`config.mk`:
```
export PLATFORM = sky130hd
export DESIGN_NAME = alu_seq_flat
export DESIGN_NICKNAME = d
export VERILOG_FILES = /design/src/rtl/alu_seq_if.sv /design/src/rtl/alu_seq.sv /design/src/flat_wrapper.sv
export SDC_FILE = /design/constraint.sdc
export NUM_CORES = 1
export LEC_CHECK = 0
export BUFFER_PORTS_ARGS = -buffer_cell sky130_fd_sc_hd__buf_4
export CAP_MARGIN = 20
export CORE_ASPECT_RATIO = 0.9
export CORE_UTILIZATION = 50
export CTS_BUF_LIST = sky130_fd_sc_hd__clkbuf_4 sky130_fd_sc_hd__clkbuf_8 sky130_fd_sc_hd__clkbuf_16
export DETAILED_ROUTE_END_ITERATION = 16
export PLACE_DENSITY = 0.8
export SYNTH_ARGS = -nofsm -noshare
export SYNTH_HDL_FRONTEND = slang
export SYNTH_SLANG_ARGS = --single-unit
```
`constraint.sdc`:
```
create_clock -name clk -period 1.8 [get_ports clk]
set_input_delay 0.27 -clock clk [delete_from_list [all_inputs] [get_ports clk]]
set_output_delay 0.27 -clock clk [all_outputs]
set_load 0.03 [all_outputs]
```
`src/rtl/alu_seq_if.sv`:
```
// alu_seq_if: request/result bus between an operand-issuing controller and
// alu_seq.
//   Request side : in_valid, in_ready, op {x,y,z,w}, ci, a, b
//   Result side  : out_valid, out_ready, g, g_hi, c_out, zero, neg, ovf, err
//   master = controller/consumer view, slave = ALU view.
interface alu_seq_if #(
  parameter int WIDTH = 4
);
  logic             in_valid;
  logic             in_ready;
  logic [3:0]       op;
  logic             ci;
  logic [WIDTH-1:0] a;
  logic [WIDTH-1:0] b;
  logic             out_valid;
  logic             out_ready;
  logic [WIDTH-1:0] g;
  logic [WIDTH-1:0] g_hi;
  logic             c_out;
  logic             zero;
  logic             neg;
  logic             ovf;
  logic             err;

  modport master (
    output in_valid, op, ci, a, b, out_ready,
    input  in_ready, out_valid, g, g_hi, c_out, zero, neg, ovf, err
  );

  modport slave (
    input  in_valid, op, ci, a, b, out_ready,
    output in_ready, out_valid, g, g_hi, c_out, zero, neg, ovf, err
  );
endinterface

```
`src/rtl/alu_seq.sv`:
```
// alu_seq: clocked WIDTH-bit ALU with valid/ready handshake, status flags and
// a multi-cycle unsigned shift-add multiply.
//   clk   : system clock, rising edge
//   rst_n : asynchronous active-low reset
//   bus   : alu_seq_if.slave (request a/b/op/ci, result g/g_hi + flags)
//
// state  | meaning
// -------+------------------------------------------------------------
// S_IDLE | no result pending, in_ready=1
// S_MUL  | shift-add multiply running, in_ready=0, in_valid ignored
// S_DONE | result held with out_valid=1, in_ready follows out_ready
module alu_seq #(
  parameter  int WIDTH = 4,
  localparam int CNT_W = $clog2(WIDTH + 1)
) (
  input logic      clk,
  input logic      rst_n,
  alu_seq_if.slave bus
);

  typedef enum logic [1:0] {S_IDLE, S_MUL, S_DONE} state_t;

  state_t           state_q;
  logic [CNT_W-1:0] cnt_q;
  logic [WIDTH-1:0] a_q;
  logic [WIDTH-1:0] acc_q;
  logic [WIDTH-1:0] mplr_q;

  logic             accept;
  logic             is_add, is_sub, is_and, is_or, is_xor, is_mul;
  logic [WIDTH-1:0] b_eff;
  logic [WIDTH:0]   sum_d;
  logic [WIDTH-1:0] res_g_d;
  logic             res_c_d;
  logic             res_ovf_d;
  logic             res_err_d;
  logic [WIDTH:0]   step_sum_d;
  logic [WIDTH-1:0] acc_d;
  logic [WIDTH-1:0] mplr_d;

  always_comb begin
    case (state_q)
      S_IDLE:  bus.in_ready = 1'b1;
      S_MUL:   bus.in_ready = 1'b0;
      S_DONE:  bus.in_ready = bus.out_ready;
      default: bus.in_ready = 1'b0;
    endcase
  end

  assign accept = bus.in_valid && bus.in_ready;

  // Single-cycle result, computed straight from the request so it can be
  // registered on the accept edge.
  always_comb begin
    is_add = (bus.op[3:1] == 3'b010);
    is_sub = (bus.op[3:1] == 3'b110);
    is_and = (bus.op == 4'b0010);
    is_or  = (bus.op == 4'b0011);
    is_xor = (bus.op == 4'b0000);
    is_mul = (bus.op == 4'b0001);

    b_eff = is_sub ? ~bus.b : bus.b;
    sum_d = {1'b0, bus.a} + {1'b0, b_eff} + {{WIDTH{1'b0}}, bus.ci};

    res_g_d   = '0;
    res_c_d   = 1'b0;
    res_ovf_d = 1'b0;
    res_err_d = 1'b0;
    if (is_add || is_sub) begin
      res_g_d   = sum_d[WIDTH-1:0];
      res_c_d   = sum_d[WIDTH];
      // Signed overflow: both addends share a sign the sum does not.
      res_ovf_d = (bus.a[WIDTH-1] == b_eff[WIDTH-1]) &&
                  (sum_d[WIDTH-1] != bus.a[WIDTH-1]);
    end else if (is_and) begin
      res_g_d = bus.a & bus.b;
    end else if (is_or) begin
      res_g_d = bus.a | bus.b;
    end else if (is_xor) begin
      res_g_d = bus.a ^ bus.b;
    end else if (!is_mul) begin
      res_err_d = 1'b1;
    end
  end

  // One multiply step: conditionally add the multiplicand into the upper
  // half, then shift {acc, multiplier} right with the adder carry entering.
  always_comb begin
    step_sum_d = {1'b0, acc_q} + (mplr_q[0] ? {1'b0, a_q} : '0);
    acc_d      = step_sum_d[WIDTH:1];
    mplr_d     = {step_sum_d[0], mplr_q[WIDTH-1:1]};
  end

  always_ff @(posedge clk or negedge rst_n) begin
    if (!rst_n) begin
      state_q       <= S_IDLE;
      cnt_q         <= '0;
      a_q           <= '0;
      acc_q         <= '0;
      mplr_q        <= '0;
      bus.out_valid <= 1'b0;
      bus.g         <= '0;
      bus.g_hi      <= '0;
      bus.c_out     <= 1'b0;
      bus.zero      <= 1'b0;
      bus.neg       <= 1'b0;
      bus.ovf       <= 1'b0;
      bus.err       <= 1'b0;
    end else begin
      case (state_q)
        S_MUL: begin
          acc_q  <= acc_d;
          mplr_q <= mplr_d;
          cnt_q  <= cnt_q - CNT_W'(1);
          if (cnt_q == CNT_W'(1)) begin
            state_q       <= S_DONE;
            bus.out_valid <= 1'b1;
            bus.g         <= mplr_d;
            bus.g_hi      <= acc_d;
            bus.c_out     <= 1'b0;
            bus.zero      <= (mplr_d == '0);
            bus.neg       <= mplr_d[WIDTH-1];
            bus.ovf       <= (acc_d != '0);
            bus.err       <= 1'b0;
          end
        end
        default: begin
          if (accept) begin
            if (is_mul) begin
              state_q       <= S_MUL;
              cnt_q         <= CNT_W'(WIDTH);
              a_q           <= bus.a;
              acc_q         <= '0;
              mplr_q        <= bus.b;
              bus.out_valid <= 1'b0;
            end else begin
              state_q       <= S_DONE;
              bus.out_valid <= 1'b1;
              bus.g         <= res_g_d;
              bus.g_hi      <= '0;
              bus.c_out     <= res_c_d;
              bus.zero      <= (res_g_d == '0);
              bus.neg       <= res_g_d[WIDTH-1];
              bus.ovf       <= res_ovf_d;
              bus.err       <= res_err_d;
            end
          end else if (state_q == S_DONE && bus.out_ready) begin
            // Result consumed with no follow-on request; data holds.
            state_q       <= S_IDLE;
            bus.out_valid <= 1'b0;
          end
        end
      endcase
    end
  end

endmodule

```
`src/flat_wrapper.sv`:
```
// flat-port wrapper written by rule: the top's interface ports become plain ports
module alu_seq_flat 
#(
  parameter  int WIDTH = 4,
  localparam int CNT_W = $clog2(WIDTH + 1)
)
  (clk, rst_n, bus_in_valid, bus_op, bus_ci, bus_a, bus_b, bus_out_ready, bus_in_ready, bus_out_valid, bus_g, bus_g_hi, bus_c_out, bus_zero, bus_neg, bus_ovf, bus_err);
  alu_seq_if #(.WIDTH(WIDTH)) bus_i ();
  input logic clk;
  input logic rst_n;
  input wire logic [$bits(bus_i.in_valid)-1:0] bus_in_valid;
  input wire logic [$bits(bus_i.op)-1:0] bus_op;
  input wire logic [$bits(bus_i.ci)-1:0] bus_ci;
  input wire logic [$bits(bus_i.a)-1:0] bus_a;
  input wire logic [$bits(bus_i.b)-1:0] bus_b;
  input wire logic [$bits(bus_i.out_ready)-1:0] bus_out_ready;
  output wire logic [$bits(bus_i.in_ready)-1:0] bus_in_ready;
  output wire logic [$bits(bus_i.out_valid)-1:0] bus_out_valid;
  output wire logic [$bits(bus_i.g)-1:0] bus_g;
  output wire logic [$bits(bus_i.g_hi)-1:0] bus_g_hi;
  output wire logic [$bits(bus_i.c_out)-1:0] bus_c_out;
  output wire logic [$bits(bus_i.zero)-1:0] bus_zero;
  output wire logic [$bits(bus_i.neg)-1:0] bus_neg;
  output wire logic [$bits(bus_i.ovf)-1:0] bus_ovf;
  output wire logic [$bits(bus_i.err)-1:0] bus_err;
  assign bus_i.in_valid = bus_in_valid;
  assign bus_i.op = bus_op;
  assign bus_i.ci = bus_ci;
  assign bus_i.a = bus_a;
  assign bus_i.b = bus_b;
  assign bus_i.out_ready = bus_out_ready;
  assign bus_in_ready = bus_i.in_ready;
  assign bus_out_valid = bus_i.out_valid;
  assign bus_g = bus_i.g;
  assign bus_g_hi = bus_i.g_hi;
  assign bus_c_out = bus_i.c_out;
  assign bus_zero = bus_i.zero;
  assign bus_neg = bus_i.neg;
  assign bus_ovf = bus_i.ovf;
  assign bus_err = bus_i.err;
  alu_seq #(.WIDTH(WIDTH)) u_core (.clk(clk), .rst_n(rst_n), .bus(bus_i));
endmodule
```
==> Yosys cells after proc, flatten, opt, wreduce, memory -nomap -nowiden <==
Index checks and enable logic that the tools add are counted.
{ "totals": {"register_bits": 31, "latch_bits": 0, "ramBits": 0, "romBits": 0, "output_inout_bits": 15, "wordCells": 109, "memories": 0} }
{ "classes": {"add_sub_neg": 4, "mul": 0, "div_mod_pow": 0, "n_lt_le_gt_ge": 0, "eq_ne": 12, "n_shift": 0, "muxes": 59, "bitwise_logic": 5, "n_reduce_logical": 16} }
{ "op_table": {"columns": ["cell", "count"], "rows": [
  ["$mux W4", 20],
  ["$mux W1", 30],
  ["$logic_not A4 Y1", 3],
  ["$mux W2", 5],
  ["$mux W3", 3],
  ["$eq A4 B2 Y1 const B", 2],
  ["$reduce_and A3 Y1", 2],
  ["$add A4 B4 Y5", 1],
  ["$add A4 B5 Y5", 1],
  ["$add A5 B1 Y5", 1],
  ["$and A4 B4 Y4", 1],
  ["$eq A4 B1 Y1 const B", 1],
  ["$not A4 Y4", 1],
  ["$or A4 B4 Y4", 1],
  ["$reduce_and A2 Y1", 2],
  ["$reduce_bool A2 Y1", 2],
  ["$reduce_bool A4 Y1", 1],
  ["$xor A4 B4 Y4", 1],
  ["$eq A3 B1 Y1 const B", 1],
  ["$eq A3 B2 Y1 const B", 1],
  ["$eq A3 B3 Y1 const B", 1],
  ["$logic_and A1 B1 Y1", 3],
  ["$reduce_bool A3 Y1", 1],
  ["$sub A3 B1 Y3 const B", 1],
  ["other kinds (10)", 10]
]} }

==> Depth between registers and ports, before layout <==
{ "depth": {"word_depth": 10, "mapped_depth": 10, "depth_no_buf": 10} }

==> Worst setup path before layout <==
No wires, ideal clock.
{ "synth_path": {"kind": "input to register", "startpoint": "input port bus_op[2]", "endpoint": "register u_core.bus.zero", "setup_ns": 0.080, "arrival_time_ns": 2.197, "setup_slack_ns": -0.476, "cell_stages": 10, "cell_sequence": "nor2b_1 > nand2_1 > xnor2_1 > fa_1 > inv_1 > fa_1 > xnor2_1 > a221oi_1 > nand4_1 > a2bb2oi_1"} }
{ "synth_between": {"elab_chain_cells": 9, "elab_cells_between_ends": 20, "classes_between": "add/sub: 2; eq/ne: 6; mux: 8; reduce/logical: 4"} }
{ "synth_lines": {"columns": ["item", "line_no", "rtl"], "rows": [
  ["from (decl)", "flat_wrapper.sv:12", "input wire logic [$bits(bus_i.op)-1:0] bus_op;"],
  ["$eq A3 B3 Y1 or $logic_not A4 Y1 (tied branches)", "alu_seq.sv:56, alu_seq.sv:59", null],
  ["$mux W4, on equally long branches", "alu_seq.sv:62, alu_seq.sv:79", null],
  ["$add A4 B4 Y5 or $mux W4 (tied branches)", "alu_seq.sv:63, alu_seq.sv:77", null],
  ["$add A5 B1 Y5 or $mux W4 (tied branches)", "alu_seq.sv:63, alu_seq.sv:75", null],
  ["$mux W4", "alu_seq.sv:69", "if (is_add || is_sub) begin"],
  ["$logic_not A4 Y1", "alu_seq.sv:142", "bus.zero <= (res_g_d == '0);"],
  ["$mux W1", "alu_seq.sv:129", "if (is_mul) begin"],
  ["$mux W1", "alu_seq.sv:128", "if (accept) begin"],
  ["$mux W1", "alu_seq.sv:110", "case (state_q)"],
  ["to (signal assigned)", "alu_seq.sv:121", "bus.zero <= (mplr_d == '0);"],
  ["to (signal assigned)", "alu_seq.sv:142", null],
  ["to (decl)", "alu_seq_if.sv:32", "output in_ready, out_valid, g, g_hi, c_out, zero, neg, ovf, err"]
]} }
Several ways; a longest one is shown, not always the timed one. The select of a mux whose other input is x is not followed.
A chain may end at the register's enable or synchronous reset.

==> Final worst setup path <==
{ "layout_path": {"startpoint": "input port bus_op[2]", "endpoint": "register u_core.bus.ovf"} }
{ "layout_between": {"elab_chain_cells": 10, "elab_cells_between_ends": 16, "classes_between": "add/sub: 2; eq/ne: 6; mux: 5; reduce/logical: 3"} }
{ "layout_lines": {"columns": ["item", "line_no", "rtl"], "rows": [
  ["$eq A3 B3 Y1", "alu_seq.sv:56", "is_sub = (bus.op[3:1] == 3'b110);"],
  ["$mux W4", "alu_seq.sv:62", "b_eff = is_sub ? ~bus.b : bus.b;"],
  ["$add A4 B4 Y5", "alu_seq.sv:63", "sum_d = {1'b0, bus.a} + {1'b0, b_eff} + {{WIDTH{1'b0}}, bus.ci};"],
  ["$add A5 B1 Y5", "alu_seq.sv:63", null],
  ["$ne A1 B1 Y1", "alu_seq.sv:74", "(sum_d[WIDTH-1] != bus.a[WIDTH-1]);"],
  ["$logic_and A1 B1 Y1", "alu_seq.sv:73", "res_ovf_d = (bus.a[WIDTH-1] == b_eff[WIDTH-1]) &&"],
  ["$mux W1", "alu_seq.sv:69", null],
  ["$mux W1", "alu_seq.sv:129", null],
  ["$mux W1", "alu_seq.sv:128", null],
  ["$mux W1", "alu_seq.sv:110", null],
  ["to (signal assigned)", "alu_seq.sv:123", "bus.ovf <= (acc_d != '0);"],
  ["to (signal assigned)", "alu_seq.sv:144", "bus.ovf <= res_ovf_d;"],
  ["to (decl)", "alu_seq_if.sv:32", null]
]} }
Several ways; a longest one is shown, not always the timed one. The select of a mux whose other input is x is not followed.

==> flow_summary.json <==
{
  "wl_um": 5150,
  "num_vias": 1783,
  "pre_cts_slack_ns": -0.463,
  "grt.overflow.total": 0,
  "synth_enable_flop_cells": 0,
  "synth_area_per_cell_um2": 9.54,
  "numPortBuffers": 31,
  "rows": 21,
  "dr.pass1.iters": 4,
  "cp_max_fo": 3,
  "power_frac_clock_pct": 34.0,
  "routed_via_density": 5.62,
  "yosysSeqAreaShare_pct": 36.9,
  "vdd_ir_drop_max_v": 0.000273,
  "stdcell_count": 317,
  "yosys.area.top_type_share_pct": 36.9,
  "power.density_nw_per_um2": 555,
  "async_flop_share_pct": 100,
  "final_core_util_pct": 74.8,
  "cts_root_buf": "clkbuf_8",
  "worst_ep_arrival_time_ns": 2.19,
  "grt_pass1_wl_um": 7820,
  "outcome": "finished, violations left",
  "crit_type": "in2reg",
  "synth_xor_area_share_pct": 3.56,
  "diodes": 0,
  "drc": 0,
  "syn-num-nets": 243,
  "ys_top_cells_by_count": "dfrtp_1 (29), nand2_1 (24), inv_1 (20), ha_1 (17), nor2_1 (14)",
  "setup_viol": 6,
  "nFillCells": 245,
  "p_comb_share_pct": 22.4,
  "die_area_um2": 4190,
  "finalHoldViolCount": 0,
  "fmax_ghz": 0.502,
  "multi_input_area_um2": 1330,
  "yosysWarnings": 0,
  "synthTopCellsByArea": "dfrtp_1 (37%), ha_1 (11%), nand2_1 (4.6%)",
  "synthMuxAreaShare_pct": 2.61,
  "drv_slew": 0,
  "place_congestion": 0.931,
  "cts_buffer_depth": 2,
  "syn_to_final_growth_pct": 42.0,
  "start_kind": "input pin",
  "nets": 307,
  "dieWidth_um": 68.1,
  "drt_iter0_drc": 149,
  "cts_tree": "done",
  "p_seq_share_pct": 43.6,
  "die_h_um": 61.5,
  "period_needed_ns": 1.99,
  "clk_transition_reported_paths_ns": 0.06,
  "antenna_found_initial": 0,
  "syn_area_um2": 1970,
  "tightest_slew_ns": 0.362,
  "setup_ws_ns": -0.191,
  "regArea_um2": 726,
  "wl_per_cell_um": 16.2,
  "drv_cap": 0,
  "ys_ff_latch": 29,
  "worstSetupEndpointType": "register",
  "switching_share_pct": 28.0,
  "first_global_vias": 1669,
  "yosysMostFrequentCell": "dfrtp_1",
  "design_area_um2": 2790,
  "drive_above_1_share_pct": 42.8,
  "grt_usage_pct": 25.8,
  "synth_top_family_by_area": "compound AO/OA/AOI/OAI gates",
  "hpwl_um": 3500,
  "initial_core_util_pct": 52.7,
  "rsz0062_at_grt": "yes",
  "min_period_over_period_pct": 111,
  "failed_checks": "setup timing",
  "final_antenna_net_count": 0,
  "synth_top_cell_by_area": "dfrtp_1",
  "relSlewSlack_pct": 75.9,
  "coreArea_um2": 3730,
  "clock_skew_ns": 0.00656,
  "synth_compound_area_share_pct": 20.1,
  "grt_max_degree": 30,
  "required_ns": 2.00,
  "synthFlopType": "dfrtp_1",
  "p_total_mw": 1.55,
  "yosysUniqueCellTypes": 50,
  "place_inst": 300,
  "clk_latency_ns": 0.29,
  "netlist_instances": 206,
  "p_int_mw": 1.11,
  "p_sw_mw": 0.434,
  "cts_made_buffers": 5,
  "placed_area_um2": 2450,
  "synth-adder-area-share_pct": 13.9,
  "ios": 32,
  "cts_sinks": 29,
  "power_leakage_nw": 1.38,
  "h-tree-depth": 2,
  "worst_hold_path_type": "in2reg",
  "yosys.area_share.simple_pct": 16.5
}
-- per-layer routing --
metal / GRT usage, % / vias up / wire length, µm
met2: 44.0 / 50 / 2600
li1: - / 848 / -
met4: 6.85 / 0 / 73
met1: 33.6 / 879 / 2240
met5: 0 / - / 0
met3: 5.19 / 6 / 234
-- cells in the final DEF, fill, tap and decap left out, types with 3 or more instances in the layout --
master,instances
o21ai_1,6
buf_6,5
dfrtp_1,29
a221o_1,4
a21oi_1,5
nand2b_1,4
a21oi_2,3
nor2_1,12
ha_4,3
a21o_1,6
clkbuf_8,5
ha_1,14
xnor2_1,4
a211oi_1,3
nand2b_4,3
buf_4,57
xnor2_2,3
inv_1,18
clkinv_2,3
fa_2,3
o21ai_0,5
nand2_1,22
nor2b_1,3
-- metrics by stage --
step	TNS [ns]	hold WS (ns)
floorplan	-0.956	-0.0256
global placement	-2.36	0.209
detailed placement	-2.86	0.212
CTS	-0.344	0.284
global route	-1.08	0.306
finish	-0.544	0.280
-- layout make-up --
type,count,area share [%]
Multi-Input combinational cell,149,47.6
Sequential cell,29,26.0
Inverter,21,2.87
Clock buffer,6,2.73
Tap cell,46,2.06
Clock inverter,2,0.359
Timing Repair Buffer,64,18.4
-- path summary, 6_finish.rpt --
| path | start | cells past startpoint | slack (ns) | to |
|---|---|---|---|---|
| max | bus_op[2] | 12 | -0.19 | u_core.bus.ovf |
| min | bus_a[0] | 3 | 0.28 | u_core.a_q[0] |
| max reg2reg | u_core.mplr_q[0] | 9 | -0.12 | u_core.bus.ovf |
| min reg2reg | u_core.a_q[3] | 2 | 0.49 | u_core.a_q[3] |
| max in group asynchronous | rst_n | 2 | 1.09 | u_core.mplr_q[3] |
| min in group asynchronous | rst_n | 2 | 0.44 | u_core.cnt_q[0] |
-- cell families after synthesis --
logic type	after synthesis
AOI/OAI and AO/OA	53
buffers and inverters	28
and+or+nand+nor	64
muxes	4
xor gates and xnor gates	8
adders and majority gates	20
DFF	29
-- power groups by stage --
| stage | clock (mW) | combinational, mW | sequential [mW] |
|---|---|---|---|
| 6_report | 0.527 | 0.347 | 0.675 |
| 5_1_grt | 0.557 | 0.378 | 0.675 |
| 4_1_cts | 0.525 | 0.320 | 0.674 |
| 3_5_place_dp | 0 | 0.300 | 0.684 |
| 3_3_place_gp | 0 | 0.293 | 0.685 |
| 2_1_floorplan | 0 | 0.148 | 0.704 |
-- flip-flops by register name, summed over array words and instances (netlist names) --
| name | count |
|---|---|
| u_core.a_q | 4 |
| u_core.acc_q | 4 |
| u_core.bus.c_out | 1 |
| u_core.bus.err | 1 |
| u_core.bus.g | 4 |
| u_core.bus.g_hi | 4 |
| u_core.bus.out_valid | 1 |
| u_core.bus.ovf | 1 |
| u_core.bus.zero | 1 |
| u_core.cnt_q | 3 |
| u_core.mplr_q | 4 |
| u_core.state_q | 1 |
-- timing repair --
item	4_1_cts	5_1_grt
setup endpoints to repair	6	10
hold buffers	1	0
buffers inserted	5	5
gates resized for setup	17	18
pin swaps	7	15
hold endpoints to repair	29	0
-- worst max-delay path, stage by stage --
cell,delay (ns)
buf_6,0.07
nor2b_4,0.15
nand2_4,0.07
buf_4,0.14
xnor2_2,0.14
ha_1,0.32
a21o_1,0.23
buf_4,0.15
a21oi_2,0.12
xnor2_1,0.12
nand4_1,0.19
a41oi_2,0.22
Note: power is estimated with default switching activity, not from simulation.
